`config.mk`:
```
export PLATFORM = sky130hd
export DESIGN_NAME = muldiv_unit
export DESIGN_NICKNAME = d
export VERILOG_FILES = /design/src/rtl/muldiv_unit.sv
export SDC_FILE = /design/constraint.sdc
export NUM_CORES = 1
export LEC_CHECK = 0
export CAP_MARGIN = 20
export CORE_UTILIZATION = 41
export DETAILED_ROUTE_END_ITERATION = 8
export PLACE_DENSITY_LB_ADDON = 0.2
export SYNTH_ARGS = -nofsm -noshare
export SYNTH_HDL_FRONTEND = slang
export SYNTH_SLANG_ARGS = --single-unit
export TNS_END_PERCENT = 50
```
`constraint.sdc`:
```
create_clock -name clock -period 6.8 [get_ports clock]
set_input_delay 0.68 -clock clock [delete_from_list [all_inputs] [get_ports clock]]
set_output_delay 0.68 -clock clock [all_outputs]
set_load 0.01 [all_outputs]
```
`src/rtl/muldiv_unit.sv`:
```
// muldiv_unit: iterative RV32M multiply/divide unit.
// Radix-2 shift-add multiply and restoring divide, one bit per cycle on
// operand magnitudes, followed by a single sign-fixup cycle.
// Optional build macro MULDIV_EARLY_OUT_EN: divide by zero and multiply by
// zero complete in one cycle instead of the full iterative latency.
module muldiv_unit (
  input  logic        clock,
  input  logic        reset,
  input  logic        io_req_valid,
  output logic        io_req_ready,
  input  logic [2:0]  io_req_fn,
  input  logic [31:0] io_req_in_a,
  input  logic [31:0] io_req_in_b,
  input  logic        io_kill,
  output logic        io_resp_valid,
  input  logic        io_resp_ready,
  output logic [31:0] io_resp_out
);

  typedef enum logic [1:0] {IDLE, BUSY, FIX, DONE} state_e;

  state_e      state_q;
  logic [5:0]  cnt_q;
  logic [2:0]  fn_q;
  logic [31:0] opnd_q;    // multiplicand (multiply) or divisor (divide)
  logic [63:0] acc_q;     // product, or {remainder, quotient}
  logic        neg_q;     // negate product / quotient in FIX
  logic        rneg_q;    // negate remainder in FIX
  logic [31:0] result_q;

  // Request decode: signedness per funct3 and operand magnitudes.
  logic        a_signed, b_signed, a_neg, b_neg;
  logic [31:0] a_mag, b_mag;

  // One multiply step and one divide step computed from the current state.
  logic [32:0] mul_sum;
  logic [63:0] mul_step_d;
  logic [32:0] div_shift;
  logic [33:0] div_diff;
  logic [63:0] div_step_d;

  // Sign-corrected final result computed in FIX.
  logic [63:0] prod_fix;
  logic [31:0] quo_raw, rem_raw;
  logic [31:0] result_d;

  // Decode signedness and take magnitudes of the incoming operands.
  always_comb begin
    // NOTE: every output of a combinational block gets a default first so
    // no path leaves it unassigned; otherwise a latch is inferred.
    a_signed = 1'b0;
    b_signed = 1'b0;
    case (io_req_fn)
      3'd1:          begin a_signed = 1'b1; b_signed = 1'b1; end  // MULH
      3'd2:          a_signed = 1'b1;                             // MULHSU
      3'd4, 3'd6:    begin a_signed = 1'b1; b_signed = 1'b1; end  // DIV, REM
      default:       ;
    endcase
    a_neg = a_signed & io_req_in_a[31];
    b_neg = b_signed & io_req_in_b[31];
    a_mag = a_neg ? (32'd0 - io_req_in_a) : io_req_in_a;
    b_mag = b_neg ? (32'd0 - io_req_in_b) : io_req_in_b;
  end

  // Iteration datapath: shift-add multiply step and restoring divide step.
  always_comb begin
    // Multiply: add multiplicand into the high half when the LSB is set,
    // then shift the 65-bit {carry, product} right by one.
    mul_sum    = {1'b0, acc_q[63:32]} + (acc_q[0] ? {1'b0, opnd_q} : 33'd0);
    mul_step_d = {mul_sum, acc_q[31:1]};
    // Divide: shift the next dividend bit into the partial remainder and
    // keep the subtraction only when it does not go negative.
    div_shift  = {acc_q[63:32], acc_q[31]};
    div_diff   = {1'b0, div_shift} - {2'b00, opnd_q};
    if (!div_diff[33]) begin
      div_step_d = {div_diff[31:0], acc_q[30:0], 1'b1};
    end else begin
      div_step_d = {div_shift[31:0], acc_q[30:0], 1'b0};
    end
  end

  // Sign fixup and selection of the architectural result.
  always_comb begin
    prod_fix = neg_q ? (64'd0 - acc_q) : acc_q;
    quo_raw  = acc_q[31:0];
    rem_raw  = acc_q[63:32];
    result_d = 32'd0;
    if (fn_q[2]) begin
      if (fn_q[1]) begin
        // Remainder sign follows the dividend; divide by zero naturally
        // leaves the dividend here.
        result_d = rneg_q ? (32'd0 - rem_raw) : rem_raw;
      end else if (opnd_q == 32'd0) begin
        result_d = 32'hFFFF_FFFF;
      end else begin
        result_d = neg_q ? (32'd0 - quo_raw) : quo_raw;
      end
    end else begin
      result_d = (fn_q[1:0] == 2'd0) ? prod_fix[31:0] : prod_fix[63:32];
    end
  end

`ifdef MULDIV_EARLY_OUT_EN
  logic        early_hit;
  logic [31:0] early_result;

  // Detect operations whose result is known from the operands alone.
  always_comb begin
    early_hit    = 1'b0;
    early_result = 32'd0;
    if (io_req_fn[2]) begin
      early_hit    = (io_req_in_b == 32'd0);
      early_result = io_req_fn[1] ? io_req_in_a : 32'hFFFF_FFFF;
    end else begin
      early_hit    = (io_req_in_a == 32'd0) || (io_req_in_b == 32'd0);
      early_result = 32'd0;
    end
  end
`endif

  // Control FSM and datapath registers; reset beats kill beats handshakes.
  always_ff @(posedge clock) begin
    // NOTE: sequential state uses non-blocking assignments so every register
    // samples pre-edge values, independent of statement order.
    if (reset) begin
      state_q  <= IDLE;
      cnt_q    <= 6'd0;
      fn_q     <= 3'd0;
      opnd_q   <= 32'd0;
      acc_q    <= 64'd0;
      neg_q    <= 1'b0;
      rneg_q   <= 1'b0;
      result_q <= 32'd0;
    end else if (io_kill) begin
      state_q <= IDLE;
      cnt_q   <= 6'd0;
    end else begin
      case (state_q)
        IDLE: begin
          if (io_req_valid) begin
            fn_q   <= io_req_fn;
            opnd_q <= io_req_fn[2] ? b_mag : a_mag;
            acc_q  <= {32'd0, io_req_fn[2] ? a_mag : b_mag};
            neg_q  <= a_neg ^ b_neg;
            rneg_q <= a_neg;
            cnt_q  <= 6'd0;
`ifdef MULDIV_EARLY_OUT_EN
            if (early_hit) begin
              result_q <= early_result;
              state_q  <= DONE;
            end else begin
              state_q  <= BUSY;
            end
`else
            state_q <= BUSY;
`endif
          end
        end
        BUSY: begin
          acc_q <= fn_q[2] ? div_step_d : mul_step_d;
          if (cnt_q == 6'd31) begin
            cnt_q   <= 6'd0;
            state_q <= FIX;
          end else begin
            cnt_q <= cnt_q + 6'd1;
          end
        end
        FIX: begin
          result_q <= result_d;
          state_q  <= DONE;
        end
        DONE: begin
          if (io_resp_ready) state_q <= IDLE;
        end
        default: state_q <= IDLE;
      endcase
    end
  end

  assign io_req_ready  = (state_q == IDLE);
  assign io_resp_valid = (state_q == DONE);
  assign io_resp_out   = (state_q == DONE) ? result_q : 32'd0;

endmodule

```
Word-level counts from Yosys, hierarchy flattened. Index checks and enable logic that the tools add are counted.

Add/subtract/negate cells: 8. Equal/unequal tests: 11. Muxes and demuxes: 26. Bitwise gates (word level): 4. Reductions and logical operators: 12.

Operators by type and width (number): two-way mux 32 bit (12); two-way mux 64 bit (4); case mux 64 bit (2 select lines) (1); subtractor 1 x 32 -> 32 bit, first input constant (4); subtractor 1 x 64 -> 64 bit, first input constant (1); subtractor 33 x 32 -> 34 bit (1); adder 32 x 32 -> 33 bit (1); zero test 32 bit (1); two-way mux 6 bit (2); case mux 6 bit (2 select lines) (1); AND reduction 3 bit (3); case mux 2 bit (4 select lines) (1); adder 6 x 1 -> 6 bit, second input constant (1); == test 3 bit, second input constant (2); == test 6 x 5 -> 1 bit, second input constant (1); two-way mux 2 bit (3); == test 2 bit, second input constant (2); zero test 2 bit (2); != test 2 bit, second input constant (2); AND reduction 2 bit (2); OR reduction 4 bit (1); == test 3 x 1 -> 1 bit, second input constant (1); == test 3 x 2 -> 1 bit, second input constant (1); OR reduction 3 bit (1); other kinds (8) (10).

Register bits: 141. Input port bits: 72. Output and inout port bits: 34. Word-level logic and storage cells: 69.

Depth between registers and ports, before layout. Gate-level depths: netlist (run 1).

Depth in word-level cells: 8. Depth in mapped cells: 15. Depth with buffers taken out: 13.

Worst setup path before layout (run 1). OpenSTA, ideal clock, no wires.

Kind: register -> register. Start: register acc_q[0]. End: register acc_q[62]. Library setup time: 117 ps. Arrival time: 3359 ps. Data required time: 6683 ps. Slack: 3324 ps. Stages on the path, launching flop included: 16. Path buffers: 3. Clock period less this slack: 3476 ps. Cell sequence: dfxtp_1 -> clkbuf_1 -> clkinv_1 -> clkbuf_1 -> nor2_1 -> ha_1 -> clkbuf_1 -> a2111oi_0 -> o21ai_0 -> a221oi_1 -> o31ai_1 -> a221o_1 -> a41o_1 -> a21oi_1 -> mux2i_1 -> a22o_1.

Word-level cells in the longest chain between the ends: 4.

Ends and longest elaborated chain: start, declared (line 26) `logic [63:0] acc_q;`; start signal, assigned (line 143) `acc_q <= {32'd0, io_req_fn[2] ? a_mag : b_mag};`; start signal, assigned (line 160) `acc_q <= fn_q[2] ? div_step_d : mul_step_d;`; two-way mux 32 bit (line 69) `mul_sum = {1'b0, acc_q[63:32]} + (acc_q[0] ? {1'b0, opnd_q} : 33'd0);`; adder 32 x 32 -> 33 bit (line 69); two-way mux 64 bit (line 160); case mux 64 bit (2 select lines) (line 138) `case (state_q)`.

No other way between the ends. A chain may end at the register's enable or synchronous reset.

Worst setup path after layout (run 1).
Start: register acc_q[32]. End: register acc_q[0].

Word-level cells in the longest chain between the ends: 4.

Ends and longest elaborated chain: subtractor 33 x 32 -> 34 bit (line 74) `div_diff = {1'b0, div_shift} - {2'b00, opnd_q};`; two-way mux 64 bit (line 75) `if (!div_diff[33]) begin`; two-way mux 64 bit (line 160); case mux 64 bit (2 select lines) (line 138).

No other way between the ends.

==> flow_summary.ini, run 1 <==
[routing]
wl_per_cell_um = 21.2
drtAntennaViolNets = 0
drc_errors = 0
drt_wl_total_um = 53900
viasPerCell = 6.17
vias = 15700
dr.pass1.iters = 6
drtIter0Drc = 1660

[flow_run]
drv_cap = 0

[clock_tree]
cts_root_buffer = clkbuf_16
postCtsSetupRepairBufs = 0
cts.sinks = 141
ctsResizeCount = 0
htreeDepth = 4
path_clk_slew_ns = 0.07
cts-hold-fix-buffers = 0
cts_buffers = 17
clkLatencyLatePin_ns = 0.45
clock_path_buffers = 2
cts_tree = built

[critical_path]
path_cells = ha_1, nor2b_1, o2111a_1, o311ai_0, a211oi_1, o211ai_1, and3_1, a21oi_1, a21oi_1, a211oi_1
critPathKind = flip-flop to flip-flop
r2r-start = acc_q[32]$_SDFFE_PP0P_
cp_num_buf_inv = 0
crit_path_max_incr_delay_ns = 0.95
r2r_end = acc_q[0]$_SDFFE_PP0P_
cp.required_ns = 7.10
cp-start-kind = flip-flop
path_delay_family = compound AO/OA/AOI/OAI gates
cpMaxStageDelayCell = o311ai_0
cp.arrival_ns = 4.35
crit_fanout = 20
worstRegToRegCells = 10
endpoint_kind = flip-flop
rrSetupSlack_ns = 2.75

[global_route]
grt_busiest_layer = met2
grt_first_pass_wirelength_um = 83000
grt_pass1_vias = 14500
grt_max_degree = 71
grt.total_usage_pct = 29.3
met1_usage_pct = 41.5
met2_usage_pct = 44.2
antenna_found_initial = 1
use_met3_pct = 4.30
grt_overflow_total = 0

[layout]
antennaDiodeCount = 0
syn_to_final_growth_pct = 12.6
drive_gt1_share_pct = 5.24
fin_nets = 2216
layoutNonFillerInstCount = 2537

[synth]
mappedNetlistNets = 2215
ys_types = 79
synth_top_cell_area_share_pct = 19.3
synth_top_area_cell = dfxtp_1
syn_area_um2 = 14600
yosysMostFrequentCell = nand2_1
ys_top_cells_by_area = dfxtp_1 19%, ha_1 6.2%, xor2_1 6.2%, a21oi_1 6.1%, xnor2_1 6.0%
synth_cells = 2068
synth_ff_type = dfxtp_1
ys_seq_elements = 141
ys_warn_count = 0
syn_avg_cell_area_um2 = 7.07
async_flop_share_pct = 0
synth_edf_count = 0
synth_common_cells = 226 x nand2_1, 215 x nor2_1, 177 x a21oi_1
ys_seq_area_share_pct = 19.3

[pwr]
power.density_nw_per_um2 = 169
p_leak_nw = 6.27
ir_drop_mv = 0.185

[sta]
slew_viol_final = 0
final-hold-violation-count = 0
clock_skew_ns = 0.0192
clock.fmax_ghz = 0.247
tightest_slew_ns = 1.12
rsz0062_at_grt = false
finalCritPeriodShare_pct = 59.5
hold_ws_ns = 0.444
timing.final.crit_period_ns = 4.05
setup_viol = 0
max_slew_margin_pct = 24.3
tns_ns = 0

[outcome]
outcome = completed

[min_path]
min_from = result_q[18]$_SDFFE_PP0P_
worstHoldEndpoint = result_q[18]$_SDFFE_PP0P_
worstHoldPathCells = 1
min-delay-path-class = flip-flop to flip-flop

[placed_design]
dp.cells = 2503
hpwl_um = 41300
portBuffers = 105
place_congestion = 0.974

[floorplanning]
dieArea_um2 = 36400
initial_core_util_pct = 42.0
die_w_um = 191
num_rows = 68
die_y_um = 191
core-area_um2 = 34800
ioPinCount = 106
## routing by layer
metal | routed length (µm) | vias up | part of all wire, %
li1 | - | 7475 | -
met1 | 24400 | 7307 | 45
met2 | 22900 | 778 | 42
met3 | 4630 | 99 | 8.6
met4 | 2000 | 0 | 3.7
met5 | 0 | - | 0
## where the power goes
part | internal [mW] | leakage [nW] | switching [mW] | total (mW)
registers | 0.861 | 1.15 | 0.0673 | 0.928
clock network | 0.555 | 0.293 | 0.431 | 0.986
logic | 0.325 | 4.83 | 0.545 | 0.870
## through the flow
step,instance area [µm²],utilization (%),worst slack [ns],total power [mW]
after CTS,16400,47.3,2.85,2.76
after global placement,15800,45.5,2.94,1.78
after global routing,16500,47.3,2.44,2.88
after detailed placement,15800,45.5,2.84,1.79
after floorplan,14600,-,3.32,1.51
final,16500,47.3,2.75,2.78
## registers in the layout, summed over array words and instances, names as in the netlist
| name | count |
|---|---|
| cnt_q | 6 |
| rneg_q | 1 |
| opnd_q | 32 |
| acc_q | 64 |
| fn_q | 3 |
| neg_q | 1 |
| state_q | 2 |
| result_q | 32 |
## cell usage in the layout (no fill, tap or decap), types with 19 or more instances in the layout
master	netlist	routed
mux2i_1	43	43
o211ai_1	32	32
nor2_1	215	212
or3_1	21	21
xnor2_1	100	100
and2_1	40	40
o31ai_1	21	21
o21ai_0	132	132
a211oi_1	60	60
nor3_1	57	57
clkdlybuf4s50_1	0	103
a31oi_1	20	20
nand2_1	226	226
a21o_1	29	29
buf_4	0	24
nand3_1	35	35
a221oi_1	25	25
xor2_1	104	104
inv_1	74	74
nor4_1	19	19
ha_1	73	73
a21oi_1	177	177
dfxtp_1	141	139
## area by class of cell
type | count | area [µm²]
fill | 3530 | 18300
multi-input combinational | 1703 | 10900
sequential | 141 | 2830
timing repair buffer | 130 | 1240
tap | 455 | 569
clock buffer | 20 | 478
inverter | 76 | 285
clock inverter | 12 | 125
## worst max-delay path by stage
stage                      startpoint                endpoint  slack (ns)  cells past startpoint
6_report       acc_q[32]$_SDFFE_PP0P_   acc_q[0]$_SDFFE_PP0P_        2.75                     10
5_1_grt         acc_q[0]$_SDFFE_PP0P_  acc_q[63]$_SDFFE_PP0P_        2.44                     13
4_1_cts        acc_q[32]$_SDFFE_PP0P_  acc_q[60]$_SDFFE_PP0P_        2.85                      9
3_5_place_dp           io_req_in_a[3]  acc_q[31]$_SDFFE_PP0P_        2.84                      9
3_3_place_gp           io_req_in_b[5]  acc_q[25]$_SDFFE_PP0P_        2.94                     10
2_1_floorplan   acc_q[0]$_SDFFE_PP0P_  acc_q[62]$_SDFFE_PP0P_        3.32                     15
## logic make-up after synthesis
family | count (synthesis) | synth area share, %
fa+ha+maj | 75 | 6.52
simple gates | 727 | 23.9
buf+inv | 224 | 5.92
xor+xnor | 204 | 12.2
compound gates | 643 | 28.4
flops | 141 | 19.3
mux | 54 | 3.79
Power figures use the tool's default switching activity.
==> run 2: changes to the inputs <==
clock period = 3.95 ns   (was 6.8 ns; I/O delays follow)
==> run 2 against run 1 <==
Sequential share of layout area decreased by 0.25 points. Total power grew 69%. Wire length increased by 2.6%. Critical path type unchanged.
==> flow_summary.ini, run 2 (same netlist as run 1, synthesis figures left out) <==
[sta]
finalCritPeriodShare_pct = 90.4
tns_ns = 0
tightest_slew_ns = 0.973
clock.fmax_ghz = 0.280
timing.final.crit_period_ns = 3.57
max_slew_margin_pct = 34.9
hold_ws_ns = 0.385
final-hold-violation-count = 0
clock_skew_ns = 0.00911
rsz0062_at_grt = false
slew_viol_final = 0
setup_viol = 0

[pwr]
power.density_nw_per_um2 = 281
p_leak_nw = 6.44
power.switching_mw = 1.73
ir_drop_mv = 0.349
intPower_mw = 2.97
p_comb_share_pct = 32.7
clockPowerShare_pct = 33.3
swShare_pct = 36.8
p_seq_share_pct = 34.0

[global_route]
grt_first_pass_wirelength_um = 84500
antenna_found_initial = 0
grt.total_usage_pct = 30.2
grt_overflow_total = 0
grt_max_degree = 67
grt_pass1_vias = 14300

[floorplanning]
die_w_um = 191
core-area_um2 = 34800
die_y_um = 191
num_rows = 68
dieArea_um2 = 36400
ioPinCount = 106
initial_core_util_pct = 42.0

[flow_run]
drv_cap = 0

[critical_path]
rrSetupSlack_ns = 0.38
worstRegToRegCells = 13
endpoint_kind = flip-flop
critPathKind = flip-flop to flip-flop
path_cells = clkinv_1, buf_12, nor2_1, ha_1, a2111oi_0, o21ai_0, a221oi_1, o31ai_1, a221o_1, a41o_1, a21oi_1, mux2i_1, a22o_1
cp-endpoint = acc_q[62]$_SDFFE_PP0P_
r2r_end = acc_q[62]$_SDFFE_PP0P_
cpMaxStageDelayCell = a2111oi_0
cp_num_buf_inv = 2
cp-start-kind = flip-flop
path_delay_family = compound AO/OA/AOI/OAI gates
crit_fanout = 31
r2r-start = acc_q[0]$_SDFFE_PP0P_
cp.arrival_ns = 3.91
cp.required_ns = 4.29
crit_path_max_incr_delay_ns = 0.46
startpoint = acc_q[0]$_SDFFE_PP0P_
crit_cells = 13

[routing]
drt_wl_total_um = 55200
drtAntennaViolNets = 0
wl_per_cell_um = 21.5
viasPerCell = 6.14
dr.pass1.iters = 6
drc_errors = 0
drtIter0Drc = 1770
vias = 15800

[layout]
antennaDiodeCount = 0
drive_gt1_share_pct = 6.66
seqCellArea_um2 = 2830
fin_util_pct = 48.0
syn_to_final_growth_pct = 14.2
fillers = 3543
layout_common_cells = 226 x nand2_1, 212 x nor2_1, 177 x a21oi_1, 139 x dfxtp_1, 132 x o21ai_0
final_common_cell = nand2_1
final_area_um2 = 16700
largest_reg_flops = 64
multiInputGateArea_um2 = 10900
fin_nets = 2251
largest_registers = acc_q (64), opnd_q (32), result_q (32)
regMostFlops = acc_q

[clock_tree]
cts_root_buffer = clkbuf_16
postCtsSetupRepairBufs = 0
cts_tree = built
clock_path_buffers = 2
cts.sinks = 141
ctsResizeCount = 0
path_clk_slew_ns = 0.06
clkLatencyLatePin_ns = 0.45
htreeDepth = 4
cts-hold-fix-buffers = 0
cts_buffers = 17

[placed_design]
hpwl_um = 43300
place_congestion = 0.972
portBuffers = 105
place_area_um2 = 16200

[min_path]
min-delay-path-class = input pin to flip-flop

[outcome]
outcome = completed
run 2: changes by cell type in the layout (fill, tap and decap cells not counted):
| cell | delta |
|---|---|
| clkbuf_16 | -1 |
| clkbuf_1 | +2 |
| buf_12 | +3 |
| inv_6 | -3 |
| clkbuf_2 | -1 |
| inv_8 | -2 |
| buf_4 | +34 |
| clkinv_2 | +3 |
| buf_8 | -1 |
run 2: power by group through the flow:
stage | clock, mW | sequential (mW) | combinational [mW]
CTS | 1.58 | 1.59 | 1.50
global route | 1.63 | 1.60 | 1.66
finish | 1.56 | 1.60 | 1.54
floorplan | 0 | 1.56 | 1.04
global placement | 0 | 1.62 | 1.49
detailed placement | 0 | 1.62 | 1.50
run 2: layout make-up:
type	count	area share, %
sequential	141	16.9
inverter	76	1.71
multi-input combinational	1703	65.5
tap	455	3.41
clock inverter	10	0.546
clock buffer	21	2.75
timing repair buffer	165	9.16
run 2: how the worst min path moves through the flow:
stage	start	end	slack, ns	cells after the start
final	reset	result_q[17]$_SDFFE_PP0P_	0.39	2
after global routing	reset	result_q[17]$_SDFFE_PP0P_	0.38	2
after CTS	reset	result_q[17]$_SDFFE_PP0P_	0.37	2
after detailed placement	result_q[18]$_SDFFE_PP0P_	result_q[18]$_SDFFE_PP0P_	0.43	1
after global placement	result_q[18]$_SDFFE_PP0P_	result_q[18]$_SDFFE_PP0P_	0.43	1
after floorplan	result_q[11]$_SDFFE_PP0P_	result_q[11]$_SDFFE_PP0P_	0.42	1
run 2: layer usage:
metal	track usage [%]	up-vias	wire length, µm
li1	-	7533	-
met3	5.43	92	4630
met1	43.2	7440	25700
met5	0	-	0
met2	45.0	723	23300
met4	10.2	0	1670
run 2: per-stage QoR:
| stage | std cells | setup slack [ns] | total power [mW] |
|---|---|---|---|
| finish | 2571 | 0.381 | 4.70 |
| global route | 2571 | 0.175 | 4.90 |
| detailed placement | 2540 | 0.423 | 3.12 |
| global placement | 2540 | 0.590 | 3.11 |
| floorplan | 2068 | 0.474 | 2.60 |
| CTS | 2571 | 0.410 | 4.68 |
==> run 3: changes to the inputs <==
CELL_PAD_IN_SITES_DETAIL_PLACEMENT = 1   (was default)
CELL_PAD_IN_SITES_GLOBAL_PLACEMENT = 2   (was default)
CORE_UTILIZATION = 35   (was 41)
GPL_TIMING_DRIVEN = 0   (was default)
SLEW_MARGIN = 20   (was default)
==> run 3 against run 2 <==
The flow now finishes with violations (DRC). Wire length rose by 31%. Count of clock-buffer cells in the layout shrank 3. Die area grew 17%. Largest cell class unchanged. Global-route usage increased by 3.9 points. Sequential share of layout area decreased by 0.32 points. Critical path depth fell by 2. Utilization is 6.5 points lower. Flip-flop and latch count is the same. Setup slack worse by 0.25 ns. Sequential power is essentially flat. Fmax down 6.5%. First-iteration DRC count shrank 27%. Highest routed layer unchanged.
==> flow_summary.ini, run 3 (same netlist as run 1, synthesis figures left out) <==
[floorplanning]
initial_core_util_pct = 35.7
core-area_um2 = 41000
ioPinCount = 106
dieArea_um2 = 42600
die_y_um = 206
num_rows = 74
die_w_um = 206

[sta]
timing.final.crit_period_ns = 3.82
tightest_slew_ns = 1.06
setup_viol = 0
final-hold-violation-count = 0
finalCritPeriodShare_pct = 96.6
max_slew_margin_pct = 28.9
clock.fmax_ghz = 0.262
clock_skew_ns = 0.0146
slew_viol_final = 0
finalWorstSetupSlack_ns = 0.134

[critical_path]
critPathKind = flip-flop to flip-flop
cp-start-kind = flip-flop
crit_path_max_incr_delay_ns = 0.76
cp.required_ns = 4.36
path_cells = inv_1, ha_1, clkbuf_1, nand2_1, or2_2, clkbuf_1, nor2_1, clkbuf_1, o21ai_0, a31oi_1, a21o_1
cpMaxStageDelayCell = clkbuf_1
cp_num_buf_inv = 4
endpoint_kind = flip-flop
path_common_cell = clkbuf_1
crit_cells = 11
cp.arrival_ns = 4.23
crit_fanout = 10
worstRegToRegCells = 11
path_delay_family = buffers and inverters

[clock_tree]
cts_root_buffer = clkbuf_16
cts_buffers = 17
cts_tree = built
cts.sinks = 141
clock_path_buffers = 2
htreeDepth = 4
clkLatencyLatePin_ns = 0.47
cts-hold-fix-buffers = 0
path_clk_slew_ns = 0.06

[layout]
regMostFlops = acc_q
drive_gt1_share_pct = 4.86
largest_registers = acc_q (64), opnd_q (32), result_q (32)
largest_reg_flops = 64
fin_nets = 2337
layout_common_cells = 226 x nand2_1, 215 x nor2_1, 176 x a21oi_1, 139 x dfxtp_1, 131 x o21ai_0
final_common_cell = nand2_1
syn_to_final_growth_pct = 16.5
antennaDiodeCount = 0

[pwr]
p_seq_share_pct = 30.9
clockPowerShare_pct = 35.8
p_comb_share_pct = 33.3
power.density_nw_per_um2 = 297
intPower_mw = 3.11
power.switching_mw = 1.95
p_leak_nw = 6.39
swShare_pct = 38.5
ir_drop_mv = 0.322
finalPower_mw = 5.06

[placed_design]
portBuffers = 104
place_congestion = 1.05
pre_cts_ws_ns = -1.01
hpwl_um = 58700

[routing]
drt_wl_total_um = 72500
drtIter0Drc = 1291
viasPerCell = 6.06
drc_errors = 6
dr.pass1.iters = 9
vias = 16600
wl_per_cell_um = 26.5
drtAntennaViolNets = 0

[global_route]
antenna_found_initial = 1
grt_pass1_vias = 16300
grt.total_usage_pct = 34.1
grt_max_degree = 17
grt_overflow_total = 0
grt_first_pass_wirelength_um = 107000

[flow_run]
drv_cap = 0

[min_path]
min-delay-path-class = flip-flop to flip-flop
worstHoldPathCells = 1

[outcome]
outcome = finished with violations
violations = DRC
run 3: area by class of cell:
| cell class | count | area [µm²] |
|---|---|---|
| Buffer | 146 | 583 |
| Clock buffer | 18 | 429 |
| Clock inverter | 14 | 191 |
| Fill cell | 5183 | 24000 |
| Inverter | 76 | 290 |
| Multi-Input combinational cell | 1703 | 11000 |
| Sequential cell | 141 | 2830 |
| Tap cell | 532 | 666 |
| Timing Repair Buffer | 105 | 1050 |
run 3: worst reg2reg max path, delay by kind of cell, from the launching register on:
family / cells / cell delay [ns]
simple gates: 3 / 1.22
compound gates: 3 / 0.50
fa+ha+maj: 1 / 0.15
flops: 1 / 0.34
buf+inv: 4 / 1.56
run 3: routing by layer:
metal  up-vias  share of wire [%]  wire length, µm  GRT usage [%]
met5         -                  0                0              0
met4         0                3.8             2790           13.8
met3       114                5.5             3990           3.64
met2       564                 45            32700           54.7
met1      8180                 46            33000           46.2
li1       7713                  -                -              -
run 3: stage by stage:
step                      hold WS [ns]  setup TNS (ns)  cells  utilization (%)  area (µm²)
final                            0.457               0   2735             41.5       17000
after global placement           0.428           -9.34   2704             39.8       16300
after floorplan                  0.418               0   2068                -       14600
after detailed placement         0.442          -11.35   2704             39.8       16300
after CTS                        0.456               0   2735             41.4       17000
after global routing             0.460         -0.0579   2735             41.5       17000
run 3: final timing paths:
kind / startpoint / end / slack [ns]
setup / recovery: state_q[1]$_SDFFE_PP0P_ / acc_q[49]$_SDFFE_PP0P_ / 0.13
hold / removal: result_q[11]$_SDFFE_PP0P_ / result_q[11]$_SDFFE_PP0P_ / 0.46
setup reg to reg: state_q[1]$_SDFFE_PP0P_ / acc_q[49]$_SDFFE_PP0P_ / 0.13
hold reg to reg: result_q[11]$_SDFFE_PP0P_ / result_q[11]$_SDFFE_PP0P_ / 0.46
run 3: power groups by stage:
stage	Combinational [mW]	Clock [mW]	Sequential, mW
final	1.68	1.81	1.57
after global routing	1.80	1.86	1.57
after CTS	1.64	1.81	1.56
after detailed placement	1.64	0	1.59
after global placement	1.62	0	1.59
after floorplan	1.04	0	1.56
run 3: timing repair:
action                                  4_1_cts  5_1_grt
pin swaps                                     0        1
endpoints found under the setup margin       25       21
gates cloned                                  0        0
hold endpoints to repair                      0        0
buffers inserted                              0        1
gates resized for setup                      14       12
